[src/rtl/reg_window_ctrl.sv]
// Window-pointer controller for a 4-window register file: tracks call depth and
// spills/fills the oldest window to a memory save area when the windows run out.
module reg_window_ctrl #(
    parameter int NUM_WND   = 4,
    parameter int XFER_REGS = 2,
    parameter int ADDR_W    = 8,
    parameter int DEPTH_W   = 4
) (
    input  logic              clk,
    input  logic              rst_n,
    input  logic              call,
    input  logic              ret,
    output logic [1:0]        wnd_sel,
    output logic              stall,
    output logic [1:0]        xfer_wnd,
    output logic [1:0]        xfer_idx,
    output logic              mem_req,
    output logic              mem_wr,
    output logic [ADDR_W-1:0] mem_addr,
    input  logic              mem_ack,
    output logic              fill_reg_write,
    output logic              wnd_err
);

    localparam int RES_W = $clog2(NUM_WND + 1);
    localparam logic [RES_W-1:0]   RES_FULL  = RES_W'(NUM_WND);
    localparam logic [RES_W-1:0]   RES_ONE   = RES_W'(1);
    localparam logic [DEPTH_W-1:0] DEPTH_MAX = '1;
    localparam logic [1:0]         IDX_LAST  = 2'(XFER_REGS - 1);

    typedef enum logic [1:0] {IDLE, SPILL, FILL} state_t;

    state_t             state_reg;
    logic [1:0]         cwp_reg;
    logic [RES_W-1:0]   resident_reg;
    logic [DEPTH_W-1:0] depth_reg;
    logic [ADDR_W-1:0]  save_ptr_reg;
    logic [1:0]         idx_reg;
    logic               err_reg;

    logic call_only, ret_only, idle, full, single;
    logic start_spill, start_fill;
    logic [1:0] cwp_inc, cwp_dec;

    assign call_only = call & ~ret;
    assign ret_only  = ret & ~call;
    assign idle      = (state_reg == IDLE);
    assign full      = (resident_reg == RES_FULL);
    assign single    = (resident_reg == RES_ONE);
    assign cwp_inc   = cwp_reg + 2'd1;
    assign cwp_dec   = cwp_reg - 2'd1;

    // Stall must rise in the very cycle the call/return is decoded.
    assign start_spill = idle & call_only & full & (depth_reg != DEPTH_MAX);
    assign start_fill  = idle & ret_only & single & (depth_reg != '0);

    always_comb begin
        wnd_sel        = cwp_reg;
        wnd_err        = err_reg;
        stall          = ~idle | start_spill | start_fill;
        mem_req        = ~idle;
        mem_wr         = (state_reg == SPILL);
        fill_reg_write = (state_reg == FILL) & mem_ack;
        xfer_wnd       = 2'd0;
        xfer_idx       = 2'd0;
        mem_addr       = '0;
        if ((state_reg == SPILL) || start_spill) begin
            xfer_wnd = cwp_inc;
        end else if ((state_reg == FILL) || start_fill) begin
            xfer_wnd = cwp_dec;
        end
        if (!idle) begin
            xfer_idx = idx_reg;
        end else if (start_fill) begin
            xfer_idx = IDX_LAST;
        end
        if (state_reg == SPILL) begin
            mem_addr = save_ptr_reg;
        end else if (state_reg == FILL) begin
            mem_addr = save_ptr_reg - ADDR_W'(1);
        end
    end

    always_ff @(posedge clk or negedge rst_n) begin
        if (!rst_n) begin
            state_reg    <= IDLE;
            cwp_reg      <= 2'd0;
            resident_reg <= RES_ONE;
            depth_reg    <= '0;
            save_ptr_reg <= '0;
            idx_reg      <= 2'd0;
            err_reg      <= 1'b0;
        end else begin
            case (state_reg)
                IDLE: begin
                    if (call_only) begin
                        if (!full) begin
                            cwp_reg      <= cwp_inc;
                            resident_reg <= resident_reg + RES_ONE;
                        end else if (depth_reg != DEPTH_MAX) begin
                            state_reg <= SPILL;
                            idx_reg   <= 2'd0;
                        end else begin
                            err_reg <= 1'b1;
                        end
                    end else if (ret_only) begin
                        if (!single) begin
                            cwp_reg      <= cwp_dec;
                            resident_reg <= resident_reg - RES_ONE;
                        end else if (depth_reg != '0) begin
                            state_reg <= FILL;
                            idx_reg   <= IDX_LAST;
                        end else begin
                            err_reg <= 1'b1;
                        end
                    end
                end
                SPILL: begin
                    if (mem_ack) begin
                        save_ptr_reg <= save_ptr_reg + ADDR_W'(1);
                        idx_reg      <= idx_reg + 2'd1;
                        // The spilled window becomes the new current one; resident count is unchanged.
                        if (idx_reg == IDX_LAST) begin
                            cwp_reg   <= cwp_inc;
                            depth_reg <= depth_reg + DEPTH_W'(1);
                            state_reg <= IDLE;
                        end
                    end
                end
                FILL: begin
                    if (mem_ack) begin
                        save_ptr_reg <= save_ptr_reg - ADDR_W'(1);
                        idx_reg      <= idx_reg - 2'd1;
                        if (idx_reg == 2'd0) begin
                            cwp_reg   <= cwp_dec;
                            depth_reg <= depth_reg - DEPTH_W'(1);
                            state_reg <= IDLE;
                        end
                    end
                end
                default: state_reg <= IDLE;
            endcase
        end
    end

endmodule

[config.mk]
export PLATFORM = sky130hd
export DESIGN_NAME = reg_window_ctrl
export DESIGN_NICKNAME = d
export VERILOG_FILES = /design/src/rtl/reg_window_ctrl.sv
export SDC_FILE = /design/constraint.sdc
export NUM_CORES = 1
export LEC_CHECK = 0
export BUFFER_PORTS_ARGS = -buffer_cell sky130_fd_sc_hd__clkbuf_2
export CAP_MARGIN = 20
export CORE_AREA = 8 8 77 65
export DETAILED_ROUTE_END_ITERATION = 10
export DIE_AREA = 0 0 85 73
export GPL_ROUTABILITY_DRIVEN = 0
export PLACE_DENSITY = 0.69
export SLEW_MARGIN = 20
export SYNTH_ARGS = -nofsm -noshare
export SYNTH_HDL_FRONTEND = slang
export SYNTH_SLANG_ARGS = --single-unit
[constraint.sdc]
create_clock -name clk -period 5.6 [get_ports clk]
set_input_delay 0.56 -clock clk [delete_from_list [all_inputs] [get_ports clk]]
set_output_delay 0.56 -clock clk [all_outputs]
set_load 0.03 [all_outputs]
==> results.yml, run 1 <==
synthesis:
  syn_inst: 209
  syn_nets: 233
  synth-main-ff-cell: "dfrtp_1"
  synth_edf_count: 0
  yosysUniqueCellTypes: 44
  ys_top_cells_by_area: "dfrtp_1 29%, ha_1 12%, mux2i_1 6.6%, nand2_1 4.7%, xor2_1 3.9%"
  synth_top_cell_by_area: "dfrtp_1"
  synth.yosys.seq_area_share: 0.304
  syn_area_um2: 1820
  async_flop_share: 1.00
  synth_top_area_share: 0.289
  yosys_warnings: 0
  synth_seq_cells: 22
  synth_area_per_cell_um2: 8.70
cells_and_area:
  largest_reg_flops: 8
  nFillCells: 353
  areaGrowthSynthToFinish_pct: 10.1
  drive_above_1_share: 0.164
  fin_nets: 250
  fin_util: 0.537
  final_cell_mix: "23 x nand2_1, 23 x clkbuf_2, 21 x dfrtp_1"
  n_antenna_cell: 0
worst_setup_path:
  cp.arrival_ns: 2.36
  r2r_slack_ns: 3.08
  critPathKind: "flop to primary output"
  rr_startpoint: "state_reg[0]"
  cp.required_ns: 5.04
  worst_setup_path_end_kind: "primary output"
  crit_path_max_fanout: 19
  reg2reg_to: "save_ptr_reg[3]"
  reg2reg_depth: 6
  start_kind: "flop"
min_path:
  hold_class: "primary input to async pin"
clock_tree:
  cts.sinks: 22
  cts_setup_buffers: 0
  clockBufferDepth: 2
  clk_latency_ns: 0.27
  clkTransAtPathRegs_ns: 0.08
  numCtsBuffers: 3
  cts_tree: "yes"
  cts-root-buf: "clkbuf_8"
  hold_buffers: 0
  htree_levels: 1
  postCtsResizedCells: 0
routing:
  drc_errors: 0
  antenna_left: 0
  dr.pass1.iters: 4
  vias: 1513
  drt_iter0_drc: 148
  finalWirelength_mm: 4.03
  routedWlPerCell_um: 15.0
  viasPerCell: 5.62
timing:
  hold_viol: 0
  setup_viol: 0
  worst_slew_margin_rel: 0.470
  rsz0062_at_grt: "false"
  skew_ns: 0.00359
  max_freq_mhz: 343
  post-route-period-util: 0.521
  drv_slew: 0
  worst_pin_slew_ns: 0.795
  timing.setup.tns_ns: 0
  post-route-min-period_ns: 2.92
die:
  die_x_um: 85
  rows: 20
  core_um2: 3730
  pin_count: 24
  start_util: 0.488
  die-area_um2: 6210
  dieHeight_um: 73
global_route:
  first_global_vias: 1393
  track_usage: 0.137
  overflow: 0
  grt_first_pass_wirelength_mm: 6.91
  grt_max_degree: 24
  antenna_found_initial: 0
status:
  status: "completed"
job:
  cap_violations: 0
placement:
  place_hpwl_mm: 3.00
  port_buffers: 23
## logic make-up (layout without fill, tap and decap cells)
group,Yosys count,count (layout),share of synthesized area
simple gates,64,64,0.180
compound gates,45,45,0.157
buf+inv,27,43,0.0557
flops,22,22,0.304
fa+ha+maj,19,19,0.135
mux,17,17,0.0970
xor+xnor,15,15,0.0723
## critical path, stage by stage (launching register included)
cell	delay, ns
dfrtp_1	0.42
inv_1	0.12
ha_1	0.61
inv_1	0.39
o31ai_1	0.31
clkbuf_2	0.24
## per-layer routing
metal / vias up / share of wire / track usage
li1: 760 / - / -
met5: - / 0 / 0
met3: 2 / 0.061 / 0.0416
met1: 717 / 0.52 / 0.190
met2: 34 / 0.42 / 0.200
met4: 0 / 0.0042 / 0.0295
## worst max path at each step
stage	start	end	slack, ns	cells after the start
2_1_floorplan	save_ptr_reg[0]	mem_addr[6]	2.93	7
3_3_place_gp	state_reg[0]	mem_addr[6]	3.05	5
5_1_grt	state_reg[0]	mem_addr[1]	2.51	5
6_report	state_reg[0]	mem_addr[1]	2.68	5
3_5_place_dp	state_reg[0]	mem_addr[1]	2.97	5
4_1_cts	state_reg[0]	mem_addr[1]	2.67	5
## cells in the mapped netlist, types with 2 or more instances
cell	number
a21o_1	2
a21oi_1	10
a31oi_1	4
and3_1	2
buf_1	2
clkbuf_1	9
dfrtp_1	21
ha_1	18
inv_1	16
mux2_2	5
mux2i_1	12
nand2_1	23
nand2b_1	4
nand3_1	5
nand4_1	3
nor2_1	11
nor3_1	4
nor3b_1	3
o2111ai_1	2
o21ai_0	13
o21bai_1	2
o31ai_1	2
or4_1	2
xnor2_1	7
xor2_1	8
## layout make-up
cell class,count,area (um2),area share
multi-input combinational,160,1160,0.582
sequential,22,552,0.276
timing repair buffer,23,115,0.0575
inverter,16,60.1,0.0300
clock buffer,4,55.1,0.0275
tap,44,55.1,0.0275
## through the flow
step,hold WS (ns),instances,setup slack [ns],area (um2)
after global placement,0.461,265,3.05,1950
final,0.274,269,2.68,2000
after global routing,0.328,269,2.51,2000
after floorplan,0.264,209,2.93,1820
after detailed placement,0.465,265,2.97,1950
after CTS,0.297,269,2.67,2000
Power of run 1 is not shown: default switching activity piles up to over one toggle a cycle in this logic, so the estimate is an artifact.
==> run 2, diff against run 1 <==
Settings changed: ABC_AREA set to 1, CORE_AREA 8 8 77 65 to 8 8 80 68, DIE_AREA 0 0 85 73 to 0 0 88 76, PLACE_DENSITY 0.69 to 0.71.
Clock period 5.6 ns to 2.6 ns, I/O delays scaled along.
==> run 2 against run 1 <==
Against the previous run:
- core utilization decreased by 1.8 points
- area after synthesis increased by 9.1%
- cell count increased by 40%
- via count increased by 23%
- largest cell class unchanged
- sequential cell count unchanged
- register-to-register slack got worse by 2.4 ns
- first-iteration DRC count decreased by 6.8%
- global-route usage increased by 0.83 points
==> results.yml, run 2 <==
status:
  status: "completed"
timing:
  drv_slew: 0
  max_freq_mhz: 432
  post-route-min-period_ns: 2.31
  setup_viol: 0
  worst_slew_margin_rel: 0.610
  hold_viol: 0
  worst_pin_slew_ns: 0.585
  rsz0062_at_grt: "false"
  timing.setup.tns_ns: 0
  post-route-period-util: 0.890
  skew_ns: 0.00731
synthesis:
  synth_top_cell_by_area: "dfrtp_1"
  synth_area_per_cell_um2: 6.72
  synth_commonest_cells: "86 x nand2_1, 34 x inv_1, 29 x o21ai_0"
  yosys_warnings: 0
  synth.yosys.seq_area_share: 0.278
  synth_top_area_share: 0.265
  syn_area_um2: 1980
  synth-main-ff-cell: "dfrtp_1"
  yosysUniqueCellTypes: 29
  ys_top_cells_by_area: "dfrtp_1 26%, nand2_1 16%, ha_1 11%, o21ai_0 7.3%, inv_1 6.4%"
  yosysMostFrequentCell: "nand2_1"
  syn_nets: 319
  syn_inst: 295
  async_flop_share: 1.00
  synth_seq_cells: 22
  synth_edf_count: 0
clock_tree:
  numCtsBuffers: 3
  clockBufferDepth: 2
  cts_tree: "yes"
  clkTransAtPathRegs_ns: 0.09
  clk_latency_ns: 0.28
  cts.sinks: 22
  cts-root-buf: "clkbuf_8"
  htree_levels: 1
routing:
  antenna_left: 0
  vias: 1862
  viasPerCell: 4.94
  drc_errors: 0
  dr.pass1.iters: 4
  finalWirelength_mm: 4.63
  routedWlPerCell_um: 12.3
  drt_iter0_drc: 138
worst_setup_path:
  critPathKind: "flop to primary output"
  crit_path_max_fanout: 5
  cp.required_ns: 2.34
  start_kind: "flop"
  cp.arrival_ns: 2.05
  worst_setup_path_end_kind: "primary output"
die:
  die_x_um: 88
  dieHeight_um: 76
  start_util: 0.465
  core_um2: 4270
  rows: 22
  pin_count: 24
  die-area_um2: 6690
pwr:
  p_leak_nw: 1.17
  peakVddDrop_mv: 0.742
  clkPwrFrac: 0.114
  power_mw: 2.89
  power_density_nw_per_um2: 1310
  switching_share: 0.541
  power_frac_seq: 0.244
  combPwrFrac: 0.642
  internal_power_mw: 1.33
  switchingPower_mw: 1.56
cells_and_area:
  fin_nets: 342
  n_antenna_cell: 0
  fin_area_um2: 2210
  drive_above_1_share: 0.126
  fin_util: 0.518
  final_cell_mix: "86 x nand2_1, 34 x inv_1, 29 x o21ai_0"
  largest_reg_flops: 8
  areaGrowthSynthToFinish_pct: 11.5
  final_common_cell: "nand2_1"
placement:
  port_buffers: 23
  place_hpwl_mm: 3.58
  place_area_um2: 2130
global_route:
  grt_max_degree: 23
  overflow: 0
  track_usage: 0.145
  grt_first_pass_wirelength_mm: 7.91
  antenna_found_initial: 0
  first_global_vias: 1674
min_path:
  hold_class: "primary input to flop"
job:
  cap_violations: 0
[run 2: cell count changes in the layout (fill, tap and decap cells not counted), sizes merged, moves of 5 or more]
cell and delta:
inv +21, o21ai +18, nand3 +20, nand2 +66, mux2 -5, mux2i -12, nor2 +17
[run 2: cell families after synthesis]
| kind of cell | share of synthesized area |
|---|---|
| and+or+nand+nor | 0.322 |
| AOI/OAI and AO/OA | 0.126 |
| DFF | 0.278 |
| xor gates and xnor gates | 0.0442 |
| buffers and inverters | 0.105 |
| adders and majority gates | 0.124 |
[run 2: power by group through the flow]
stage / registers (mW) / logic [mW] / clock network (mW)
final: 0.706 / 1.86 / 0.330
after global routing: 0.737 / 2.09 / 0.353
after CTS: 0.706 / 1.86 / 0.341
after detailed placement: 0.712 / 1.84 / 0
after global placement: 0.709 / 1.83 / 0
after floorplan: 0.674 / 1.47 / 0
[run 2: area by class of cell]
type | count | area, um2
Tap cell | 60 | 75.1
Inverter | 39 | 151
Multi-Input combinational cell | 226 | 1220
Clock buffer | 3 | 41.3
Timing Repair Buffer | 26 | 140
Fill cell | 430 | 2050
Clock inverter | 1 | 30.0
Sequential cell | 22 | 552
[run 2: path summary, 6_finish.rpt]
check,slack (ns),cells past startpoint,from,endpoint
max in group asynchronous,1.70,2,rst_n,depth_reg[2]
setup reg to reg,0.67,7,state_reg[0],depth_reg[0]
min in group asynchronous,0.51,2,rst_n,idx_reg[1]
hold / removal,0.37,3,mem_ack,save_ptr_reg[0]
setup / recovery,0.29,8,resident_reg[0],xfer_wnd[1]
hold reg to reg,0.48,2,idx_reg[1],idx_reg[1]
[run 2: metal layers]
metal | vias to the layer above | wire [um] | part of all wire | GRT usage
met5 | - | 0 | 0 | 0
met1 | 818 | 2360 | 0.51 | 0.208
li1 | 991 | - | - | -
met4 | 0 | 44 | 0.0095 | 0.0360
met3 | 5 | 304 | 0.066 | 0.0334
met2 | 48 | 1920 | 0.41 | 0.208
[run 2: what timing repair did]
| action | CTS | global route |
|---|---|---|
| endpoints found under the hold margin | 21 | 0 |
| setup buffers | 0 | 0 |
| hold buffers | 1 | 0 |
| resized for setup | 0 | 0 |
[run 2: worst max-delay path, cell delays in order (launching register included)]
cell and delay, ns:
dfstp_2 0.57, ha_1 0.15, inv_1 0.04, nor2_1 0.24, nand4_1 0.21, nand2_1 0.15
nand2_1 0.06, o21ai_0 0.15, clkbuf_2 0.23
[run 2: through the flow]
stage	cells	worst slack [ns]	hold WS [ns]
after detailed placement	372	0.583	0.293
final	377	0.285	0.370
after global placement	372	0.580	0.287
after global routing	377	0.134	0.379
after CTS	377	0.272	0.364
after floorplan	295	0.438	-0.0356
(Power assumes the default switching activity.)
==> run 3, diff against run 2 <==
==> constraint.sdc (replaced) <==
create_clock -name clk -period 2.6 [get_ports clk]
set_input_delay 0 -clock clk [delete_from_list [all_inputs] [get_ports clk]]
set_output_delay 0 -clock clk [all_outputs]
set_load 0.03 [all_outputs]
==> run 3 against run 2 <==
Against the previous run:
- core utilization shrank 0.18 points
- design area down 0.34%
- clock skew is 0.0026 ns lower
- critical path type unchanged
- via count grew 0.70%
- critical path depth is 2 lower
- first-iteration DRC count up 5.1%
- largest cell class unchanged
- highest routed layer unchanged
==> results.yml, run 3 (synthesis results as in run 2) <==
routing:
  routedWlPerCell_um: 12.3
  vias: 1875
  viasPerCell: 4.99
  drt_iter0_drc: 145
  dr.pass1.iters: 4
  drc_errors: 0
  finalWirelength_mm: 4.63
  antenna_left: 0
pwr:
  p_leak_nw: 1.17
  peakVddDrop_mv: 0.802
  power_mw: 2.88
  power_density_nw_per_um2: 1300
global_route:
  grt_max_degree: 23
  grtUsageMet3: 0.0366
  first_global_vias: 1709
  antenna_found_initial: 0
  top_usage_layer: "met2"
  overflow: 0
  grt_first_pass_wirelength_mm: 7.91
  track_usage: 0.147
  gr-usage-met2: 0.218
  met1_usage: 0.198
worst_setup_path:
  critPathKind: "flop to primary output"
  start_kind: "flop"
  crit_path_max_fanout: 15
  slowest_delay_ns: 0.58
  cp.arrival_ns: 2.39
  cp_num_cells: 6
  worstPathCellList: "inv_1 > ha_1 > inv_2 > or2_2 > o21ai_0 > clkbuf_2"
  reg2reg_depth: 6
  cp.required_ns: 2.60
  cp_num_buf_inv: 3
  crit_slowest_cell: "ha_1"
  crit_family: "buffers and inverters"
  worst_setup_path_end_kind: "primary output"
die:
  die_x_um: 88
  start_util: 0.465
  core_um2: 4270
  dieHeight_um: 76
  pin_count: 24
  die-area_um2: 6690
  rows: 22
placement:
  pre_cts_slack_ns: 0.449
  place_area_um2: 2120
  port_buffers: 23
  place_hpwl_mm: 3.62
cells_and_area:
  areaGrowthSynthToFinish_pct: 11.2
  drive_above_1_share: 0.123
  fin_area_um2: 2200
  fin_util: 0.517
  largest_reg_flops: 8
  final_common_cell: "nand2_1"
  n_antenna_cell: 0
  final_cell_mix: "86 x nand2_1, 34 x inv_1, 29 x o21ai_0"
  fin_nets: 341
timing:
  post-route-min-period_ns: 2.39
  setup_slack_ns: 0.214
  rsz0062_at_grt: "false"
  drv_slew: 0
  worst_pin_slew_ns: 0.635
  skew_ns: 0.00471
  post-route-period-util: 0.918
  timing.setup.tns_ns: 0
  worst_slew_margin_rel: 0.576
  hold_viol: 0
  setup_viol: 0
  max_freq_mhz: 419
clock_tree:
  cts_tree: "yes"
  numCtsBuffers: 3
  clk_latency_ns: 0.27
  cts_setup_buffers: 0
  htree_levels: 1
  cts-root-buf: "clkbuf_8"
  clockBufferDepth: 2
  clkTransAtPathRegs_ns: 0.09
  cts.sinks: 22
status:
  status: "completed"
job:
  cap_violations: 0
min_path:
  whs_path_depth: 3
  hold_class: "primary input to flop"
==> run 3: where the power goes <==
group	internal [mW]	switching, mW
clock network	0.206	0.125
logic	0.610	1.23
registers	0.502	0.206
total	1.32	1.56
==> run 3: final timing paths <==
check,startpoint,to,slack [ns]
setup / recovery,state_reg[0],mem_addr[1],0.21
hold / removal,mem_ack,save_ptr_reg[0],0.09
setup reg to reg,state_reg[0],depth_reg[2],0.41
hold reg to reg,wnd_err,wnd_err,0.48
max in group asynchronous,rst_n,save_ptr_reg[4],1.96
min in group asynchronous,rst_n,resident_reg[1],0.25
==> run 3: layer usage <==
metal  share of wire  up-vias
li1                -      989
met1            0.50      831
met2            0.43       47
met3           0.062        8
met4           0.013        0
met5               0        -
==> run 3: metrics by stage <==
step	instances	hold WS, ns
global placement	371	0.0327
detailed placement	371	0.0323
global route	376	0.112
finish	376	0.0889
floorplan	295	-0.296
CTS	376	0.0884
==> run 3: area by class of cell <==
class,instances,area (um2)
clock inverter,1,30.0
tap,60,75.1
sequential,22,552
fill,442,2060
inverter,39,151
multi-input combinational,226,1220
timing repair buffer,25,133
clock buffer,3,41.3
==> run 3: timing repair <==
item / CTS / global route
endpoints found under the hold margin: 21 / 0
hold buffers: 1 / 0
resized for setup: 0 / 0
setup endpoints to repair: 0 / 0
==> run 3: worst min-delay path: stages <==
cell and delay (ns):
clkbuf_2 0.12, nand2_2 0.13, xor2_1 0.07
